File: src/rtl/bus_terminal_fifo_if.sv
// bus_terminal_fifo_if
//   Bundles the bus-side handshake (pndng/pop/D_pop, push/D_push) and the
//   host-side queue access, status and error signals of one bus terminal.
//   slave  : terminal side (bus_terminal_fifo)
//   master : bus driver / host side (testbench or surrounding logic)
interface bus_terminal_fifo_if #(
    parameter int pckg_sz = 16,
    parameter int depth   = 8,
    parameter int cnt_w   = 8
);
    localparam int occ_w = $clog2(depth + 1);

    // bus side
    logic               pndng;
    logic [pckg_sz-1:0] D_pop;
    logic               pop;
    logic               push;
    logic [pckg_sz-1:0] D_push;
    // host side
    logic               wr_en;
    logic [pckg_sz-1:0] wr_data;
    logic               tx_full;
    logic               rd_en;
    logic [pckg_sz-1:0] rd_data;
    logic               rx_pndng;
    // status
    logic [occ_w-1:0]   tx_count;
    logic [occ_w-1:0]   rx_count;
    logic [cnt_w-1:0]   tx_drop;
    logic [cnt_w-1:0]   rx_drop;
    logic               udf;

    modport slave (
        input  pop, push, D_push, wr_en, wr_data, rd_en,
        output pndng, D_pop, tx_full, rd_data, rx_pndng,
               tx_count, rx_count, tx_drop, rx_drop, udf
    );

    modport master (
        output pop, push, D_push, wr_en, wr_data, rd_en,
        input  pndng, D_pop, tx_full, rd_data, rx_pndng,
               tx_count, rx_count, tx_drop, rx_drop, udf
    );
endinterface

File: src/rtl/bus_terminal_fifo.sv
// bus_terminal_fifo
//   Terminal-side responder for the bus driver. Holds a TX queue emptied by
//   the bus (pndng/pop/D_pop) and filled by the host (wr_en/wr_data), and an
//   RX queue filled by the bus (push/D_push) and drained by the host
//   (rd_en/rd_data). Reports occupancy, saturating drop counts and a sticky
//   underflow flag.
//   Ports:
//     clk   : single clock, rising edge
//     reset : asynchronous, active-low
//     bus   : bus_terminal_fifo_if.slave (all handshake, data and status)

// One circular-buffer queue. Both TX and RX are instances of this.
//   wr/wdata : enqueue request;  rd : dequeue request
//   head     : show-ahead head entry, 0 when empty
//   count    : occupancy;  drop : saturating dropped-write count
//   udf      : sticky, set by rd while empty
module bus_terminal_fifo_queue #(
    parameter int W     = 16,
    parameter int DEPTH = 8,
    parameter int CNT_W = 8,
    parameter int OCC_W = $clog2(DEPTH + 1)
) (
    input  logic             clk,
    input  logic             reset,
    input  logic             wr,
    input  logic [W-1:0]     wdata,
    input  logic             rd,
    output logic [W-1:0]     head,
    output logic [OCC_W-1:0] count,
    output logic [CNT_W-1:0] drop,
    output logic             udf
);
    localparam int PTR_W = $clog2(DEPTH);

    logic [W-1:0]     mem [DEPTH];
    logic [PTR_W-1:0] rd_ptr, wr_ptr;
    logic             empty, full;
    logic             do_rd, do_wr, drop_evt, udf_evt;

    assign empty = (count == '0);
    assign full  = (count == OCC_W'(DEPTH));

    // A read on a non-empty queue frees a slot on the same edge, so a write
    // at full is still accepted when it coincides with a legal read.
    assign do_rd    = rd & ~empty;
    assign do_wr    = wr & (~full | do_rd);
    assign drop_evt = wr & ~do_wr;
    assign udf_evt  = rd & empty;

    // Payload storage needs no reset; head is masked by count.
    always_ff @(posedge clk) begin
        if (do_wr) mem[wr_ptr] <= wdata;
    end

    always_ff @(posedge clk or negedge reset) begin
        if (!reset) begin
            rd_ptr <= '0;
            wr_ptr <= '0;
            count  <= '0;
            drop   <= '0;
            udf    <= 1'b0;
        end else begin
            if (do_wr)
                wr_ptr <= (wr_ptr == PTR_W'(DEPTH - 1)) ? '0 : wr_ptr + PTR_W'(1);
            if (do_rd)
                rd_ptr <= (rd_ptr == PTR_W'(DEPTH - 1)) ? '0 : rd_ptr + PTR_W'(1);
            case ({do_wr, do_rd})
                2'b10:   count <= count + OCC_W'(1);
                2'b01:   count <= count - OCC_W'(1);
                default: count <= count;
            endcase
            if (drop_evt && (drop != '1))
                drop <= drop + CNT_W'(1);
            if (udf_evt)
                udf <= 1'b1;
        end
    end

    assign head = empty ? '0 : mem[rd_ptr];
endmodule

module bus_terminal_fifo #(
    parameter int pckg_sz = 16,
    parameter int depth   = 8,
    parameter int cnt_w   = 8
) (
    input  logic                   clk,
    input  logic                   reset,
    bus_terminal_fifo_if.slave     bus
);
    localparam int OCC_W  = $clog2(depth + 1);
    localparam int NUM_Q  = 2;
    localparam int TX     = 0;
    localparam int RX     = 1;

    logic [NUM_Q-1:0]              q_wr, q_rd, q_udf;
    logic [NUM_Q-1:0][pckg_sz-1:0] q_wdata, q_head;
    logic [NUM_Q-1:0][OCC_W-1:0]   q_count;
    logic [NUM_Q-1:0][cnt_w-1:0]   q_drop;

    // TX: host writes, bus pops.  RX: bus pushes, host reads.
    assign q_wr[TX]    = bus.wr_en;
    assign q_wdata[TX] = bus.wr_data;
    assign q_rd[TX]    = bus.pop;
    assign q_wr[RX]    = bus.push;
    assign q_wdata[RX] = bus.D_push;  // stored verbatim, dest-ID bits included
    assign q_rd[RX]    = bus.rd_en;

    for (genvar q = 0; q < NUM_Q; q++) begin : g_q
        bus_terminal_fifo_queue #(
            .W     (pckg_sz),
            .DEPTH (depth),
            .CNT_W (cnt_w),
            .OCC_W (OCC_W)
        ) u_queue (
            .clk   (clk),
            .reset (reset),
            .wr    (q_wr[q]),
            .wdata (q_wdata[q]),
            .rd    (q_rd[q]),
            .head  (q_head[q]),
            .count (q_count[q]),
            .drop  (q_drop[q]),
            .udf   (q_udf[q])
        );
    end

    // All status is a function of queue registers only.
    assign bus.pndng    = (q_count[TX] != '0);
    assign bus.D_pop    = q_head[TX];
    assign bus.tx_full  = (q_count[TX] == OCC_W'(depth));
    assign bus.tx_count = q_count[TX];
    assign bus.tx_drop  = q_drop[TX];
    assign bus.rx_pndng = (q_count[RX] != '0);
    assign bus.rd_data  = q_head[RX];
    assign bus.rx_count = q_count[RX];
    assign bus.rx_drop  = q_drop[RX];
    assign bus.udf      = |q_udf;
endmodule
File: src/flat_wrapper.sv
// flat-port wrapper written by rule: the top's interface ports become plain ports
module bus_terminal_fifo_flat 
#(
    parameter int pckg_sz = 16,
    parameter int depth   = 8,
    parameter int cnt_w   = 8
)
  (clk, reset, bus_pop, bus_push, bus_D_push, bus_wr_en, bus_wr_data, bus_rd_en, bus_pndng, bus_D_pop, bus_tx_full, bus_rd_data, bus_rx_pndng, bus_tx_count, bus_rx_count, bus_tx_drop, bus_rx_drop, bus_udf);
  bus_terminal_fifo_if #(.pckg_sz(pckg_sz), .depth(depth), .cnt_w(cnt_w)) bus_i ();
  input  logic clk;
  input  logic reset;
  input wire logic [$bits(bus_i.pop)-1:0] bus_pop;
  input wire logic [$bits(bus_i.push)-1:0] bus_push;
  input wire logic [$bits(bus_i.D_push)-1:0] bus_D_push;
  input wire logic [$bits(bus_i.wr_en)-1:0] bus_wr_en;
  input wire logic [$bits(bus_i.wr_data)-1:0] bus_wr_data;
  input wire logic [$bits(bus_i.rd_en)-1:0] bus_rd_en;
  output wire logic [$bits(bus_i.pndng)-1:0] bus_pndng;
  output wire logic [$bits(bus_i.D_pop)-1:0] bus_D_pop;
  output wire logic [$bits(bus_i.tx_full)-1:0] bus_tx_full;
  output wire logic [$bits(bus_i.rd_data)-1:0] bus_rd_data;
  output wire logic [$bits(bus_i.rx_pndng)-1:0] bus_rx_pndng;
  output wire logic [$bits(bus_i.tx_count)-1:0] bus_tx_count;
  output wire logic [$bits(bus_i.rx_count)-1:0] bus_rx_count;
  output wire logic [$bits(bus_i.tx_drop)-1:0] bus_tx_drop;
  output wire logic [$bits(bus_i.rx_drop)-1:0] bus_rx_drop;
  output wire logic [$bits(bus_i.udf)-1:0] bus_udf;
  assign bus_i.pop = bus_pop;
  assign bus_i.push = bus_push;
  assign bus_i.D_push = bus_D_push;
  assign bus_i.wr_en = bus_wr_en;
  assign bus_i.wr_data = bus_wr_data;
  assign bus_i.rd_en = bus_rd_en;
  assign bus_pndng = bus_i.pndng;
  assign bus_D_pop = bus_i.D_pop;
  assign bus_tx_full = bus_i.tx_full;
  assign bus_rd_data = bus_i.rd_data;
  assign bus_rx_pndng = bus_i.rx_pndng;
  assign bus_tx_count = bus_i.tx_count;
  assign bus_rx_count = bus_i.rx_count;
  assign bus_tx_drop = bus_i.tx_drop;
  assign bus_rx_drop = bus_i.rx_drop;
  assign bus_udf = bus_i.udf;
  bus_terminal_fifo #(.pckg_sz(pckg_sz), .depth(depth), .cnt_w(cnt_w)) u_core (.clk(clk), .reset(reset), .bus(bus_i));
endmodule
File: config.mk
export PLATFORM = sky130hd
export DESIGN_NAME = bus_terminal_fifo_flat
export DESIGN_NICKNAME = d
export VERILOG_FILES = /design/src/rtl/bus_terminal_fifo_if.sv /design/src/rtl/bus_terminal_fifo.sv /design/src/flat_wrapper.sv
export SDC_FILE = /design/constraint.sdc
export NUM_CORES = 1
export LEC_CHECK = 0
export CORE_MARGIN = 1
export CORE_UTILIZATION = 45
export CTS_BUF_LIST = sky130_fd_sc_hd__clkbuf_16
export DETAILED_ROUTE_END_ITERATION = 12
export PLACE_DENSITY = 0.72
export SYNTH_ARGS = -nofsm -noshare
export SYNTH_HDL_FRONTEND = slang
export SYNTH_SLANG_ARGS = --single-unit
File: constraint.sdc
create_clock -name clk -period 3.3 [get_ports clk]
set_clock_uncertainty 0.1 [all_clocks]
set_input_delay 0.99 -clock clk [delete_from_list [all_inputs] [get_ports clk]]
set_output_delay 0.99 -clock clk [all_outputs]
set_load 0.005 [all_outputs]
==> metrics.sh <==
OUTCOME='finished, violations left'
VIOLATED_CHECKS='setup timing'
MAX_CLOCK_FREQ_MHz=294
LAYOUT_COMMONEST_CELL='edfxtp_1'
CRITPATHMAXSTAGEDELAY_PS=450
NUMBER_OF_ENABLE_TYPE_REGISTER_CELLS_IN_THE_SYNTHESIZED_NETLIST=256
FP.DIEW_UM=165
WIRELENGTH_MET1_MM=9.85
DETAILED_PLACE_HPWL_MM=14.2
TIMING.REG2REG.SETUP_SLACK_PS=530
GP_CONGESTION=0.810
POST-ROUTE-CELL-AREA_UM2=15100
CRITICAL-PATH-TOP-DELAY-FAMILY='buffers and inverters'
CP-START-KIND='flop'
TNS_SETUP_PS=-190
CLK_LATENCY_PS=540
PLACED_AREA_UM2=13800
DIE_AREA_UM2=27200
POST_SYNTH_INST_COUNT=638
SHARE_OF_CELLS_ABOVE_DRIVE_STRENGTH_1=0.291
PATH_MAX_FANOUT=4
MAXCAPVIOLATIONS=0
SLEW_VIOLATIONS=0
WL_MET2_MM=13.5
PEAK_SUPPLY_DROP_V=0.000502
P_PER_AREA_nW_PER_UM2=869
ASYNC_FLOP_SHARE=0.129
BUFFER_PORTS.INSERTED=97
SYNTHDISTINCTLIBCELLS=45
PATH_BUF_INV=5
CRITICAL_PATH.STARTPOINT='u_core.g_q[1].u_queue.rd_ptr[0]'
CTS_MAX_LEVEL=1
CP.DEPTH=8
LAYOUT-AREA-OVERHEAD-VS-SYNTH_PCT=26.3
TIGHTESTPINTRANSITION_PS=913
DRC=0
GRT_SETUP_UNREPAIRED='yes'
ARRIVAL_PS=2320
HOLDWS_PS=363
SYN_AREA_UM2=12000
CRIT_PATH_TOP_DELAY_CELL='dfrtp_2'
GRT_USAGE=0.191
LEAKAGE_DISSIPATION_nW=5.43
FINAL-HOLD-VIOLATION-COUNT=0
ROUTED-VIA-COUNT=6460
CRITICAL_PATH.ENDPOINT_TYPE='primary output'
MIN-DELAY-PATH-CLASS='flop to flop'
ENDPOINT='bus_rd_data[4]'
FLOORPLAN.DIE.HEIGHT_UM=165
WHS_PATH_DEPTH=1
SYNTH-SEQ-CELLS=294
FILLER_CELLS=1917
AVGSYNTHCELLAREA_UM2=18.8
GRT.OVERFLOW.TOTAL=0
SYNTH_TOP_FLOP_CELL='edfxtp_1'
SYNTH_SEQ_AREA_SHARE=0.722
CTS_BUFFER_DEPTH=3
FINALCRITICALPERIOD_PS=3410
REG2REG_FROM='u_core.g_q[1].u_queue.count[1]'
PATH_CELLS='buf_12 > buf_8 > buf_16 > buf_12 > mux4_2 > mux2i_1 > nor2_2 > buf_2'
MET3WIRELENGTH_MM=1.38
CTS-BUFFERS-INSERTED=30
CRITPATHKIND='flop to primary output'
POSTROUTEANTENNANETS=0
DR.MAX_LAYER_USED='met4'
CLOCK_SINK_COUNT=294
CLK_PIN_SLEW_PS=60
RR_ENDPOINT='u_core.g_q[1].u_queue.count[3]'
MIN_PERIOD_OVER_PERIOD=1.03
SYNTH-WARNING-COUNT=0
CTS_ROOT_BUF='clkbuf_16'
GRT_START_MAX_NET_PINS=39
COMMONEST_CELLS_AFTER_ROUTING_FILL_AND_TAPS_ASIDE='edfxtp_1, mux4_2, clkdlybuf4s50_1'
DESIGN_POWER_TOTAL_mW=13.1
ANTENNA_CELLS=0
TIMING.FINAL.SETUP_VIOLATIONS=3
MAX-SLEW-MARGIN-REL=0.391
CP_COMMON_CELL='buf_12'
FIN_NETS=865
MULTIINPUTGATEAREA_UM2=3240
AVGVIACOUNTPERCELL=5.52
VIAS_IN_THE_FIRST_GLOBAL_ROUTE=6738
INITIALDRTVIOLATIONCOUNT=574
ROUTED_WIRELENGTH_MM=25.4
SYNTHESIS.NETS=692
TRITONCTS_CLOCK_TREE='done'
LAYOUT_SETUP_WS_PS=-106
ANTENNA_FOUND_INITIAL=1
INITIAL_CORE_UTIL=0.459
DP_SLACK_PS=-30.8
WORST-ENDPOINT-REQUIRED_PS=2210
DRT_PRE_ANTENNA_ITERS=5
DESIGN.CORE.AREA_UM2=26100
TIMING.REG2REG.WORST_PATH_DEPTH=10
FINAL-SEQ-AREA_UM2=8650
DESIGN.PORTCOUNT=98
GLOBAL_ROUTE_WIRE_LENGTH_BEFORE_REPAIR_MM=38.4
POST_DRT_WL_PER_CELL_UM=21.7
STD_CELL_ROWS=59
-- layer usage --
| layer | global-route usage | up-vias |
|---|---|---|
| met5 | 0 | - |
| met4 | 0.0546 | 0 |
| met3 | 0.0301 | 41 |
| met2 | 0.351 | 205 |
| met1 | 0.230 | 3312 |
| li1 | - | 2902 |
-- kinds of logic (layout without fill, tap and decap cells) --
logic type / after synthesis / in the layout / share of synthesized area
flops: 294 / 294 / 0.722
simple gates: 128 / 128 / 0.0537
mux: 117 / 117 / 0.166
buf+inv: 39 / 236 / 0.0131
compound gates: 32 / 32 / 0.0181
fa+ha+maj: 16 / 16 / 0.0180
xor+xnor: 12 / 12 / 0.00879
-- power breakdown --
group          leakage, nW  switching, mW  internal, mW
clock network        0.481           1.33          1.84
logic                 2.17           2.22          2.68
registers             2.78          0.370          4.71
total                 5.43           3.92          9.22
-- cell type report --
cell class              instances  share of cell area
well taps                     335              0.0277
inverters                      13             0.00323
repair buffers                167               0.120
clock buffers                  31              0.0513
flip-flops and latches        294               0.572
clock inverters                25              0.0105
multi-input cells             305               0.215
-- metrics by stage --
step,utilization,std cells
2_1_floorplan,-,638
3_3_place_gp,0.528,1078
3_5_place_dp,0.528,1078
4_1_cts,0.579,1162
5_1_grt,0.580,1170
6_report,0.580,1170
-- sequential cells by signal, summed over array words and instances, names as in the netlist --
signal and flops:
u_core.g_q.u_queue.mem 256, u_core.g_q.u_queue.drop 16, u_core.g_q.u_queue.count 8, u_core.g_q.u_queue.rd_ptr 6
u_core.g_q.u_queue.wr_ptr 6, u_core.g_q.u_queue.udf 2
-- worst min-delay path by stage --
stage	start	to	slack, ps
final	u_core.g_q[1].u_queue.udf	u_core.g_q[1].u_queue.udf	360
after global routing	u_core.g_q[1].u_queue.udf	u_core.g_q[1].u_queue.udf	390
after CTS	u_core.g_q[1].u_queue.udf	u_core.g_q[1].u_queue.udf	370
after detailed placement	u_core.g_q[1].u_queue.udf	u_core.g_q[1].u_queue.udf	350
after global placement	u_core.g_q[1].u_queue.udf	u_core.g_q[1].u_queue.udf	340
after floorplan	u_core.g_q[1].u_queue.udf	u_core.g_q[1].u_queue.udf	320
-- worst register-to-register path, delay by kind of cell, from the launching register on --
family | cells | cell delay, ps
mux | 1 | 370
flops | 1 | 450
compound gates | 3 | 720
fa+ha+maj | 1 | 270
simple gates | 2 | 400
buf+inv | 3 | 360
-- cell usage after synthesis (2+ instances only) --
cell	instances	area (µm²)
a211o_1	2	17.5
nor3_1	14	70.1
a211oi_1	2	15.0
a21o_1	6	45.0
mux2i_1	39	390
nand2_1	19	71.3
ha_1	14	175
a31oi_1	2	12.5
o211ai_1	3	22.5
nor2_1	47	176
nand2b_1	12	75.1
or2_2	2	12.5
clkbuf_1	15	56.3
mux2_2	14	158
nor2b_1	5	31.3
o21ai_0	7	35.0
buf_1	3	11.3
edfxtp_1	256	7690
fa_1	2	40.0
xnor2_1	6	52.6
nor4_1	3	18.8
nand3_1	11	55.1
inv_1	12	45.0
nand4_1	2	12.5
dfrtp_1	38	951
and4_1	2	17.5
buf_2	8	40.0
xor2_1	6	52.6
a21oi_1	5	25.0
mux4_2	64	1440
and3_1	3	18.8
-- repair_timing --
action                                  in CTS  in global routing
pin swaps                                   14                 15
gates cloned                                 9                  0
resized for setup                          117                 24
hold buffers                                 0                  0
endpoints found under the setup margin      35                 34
buffers inserted                            19                 11
No activity file was read; power rests on OpenSTA's default activity.
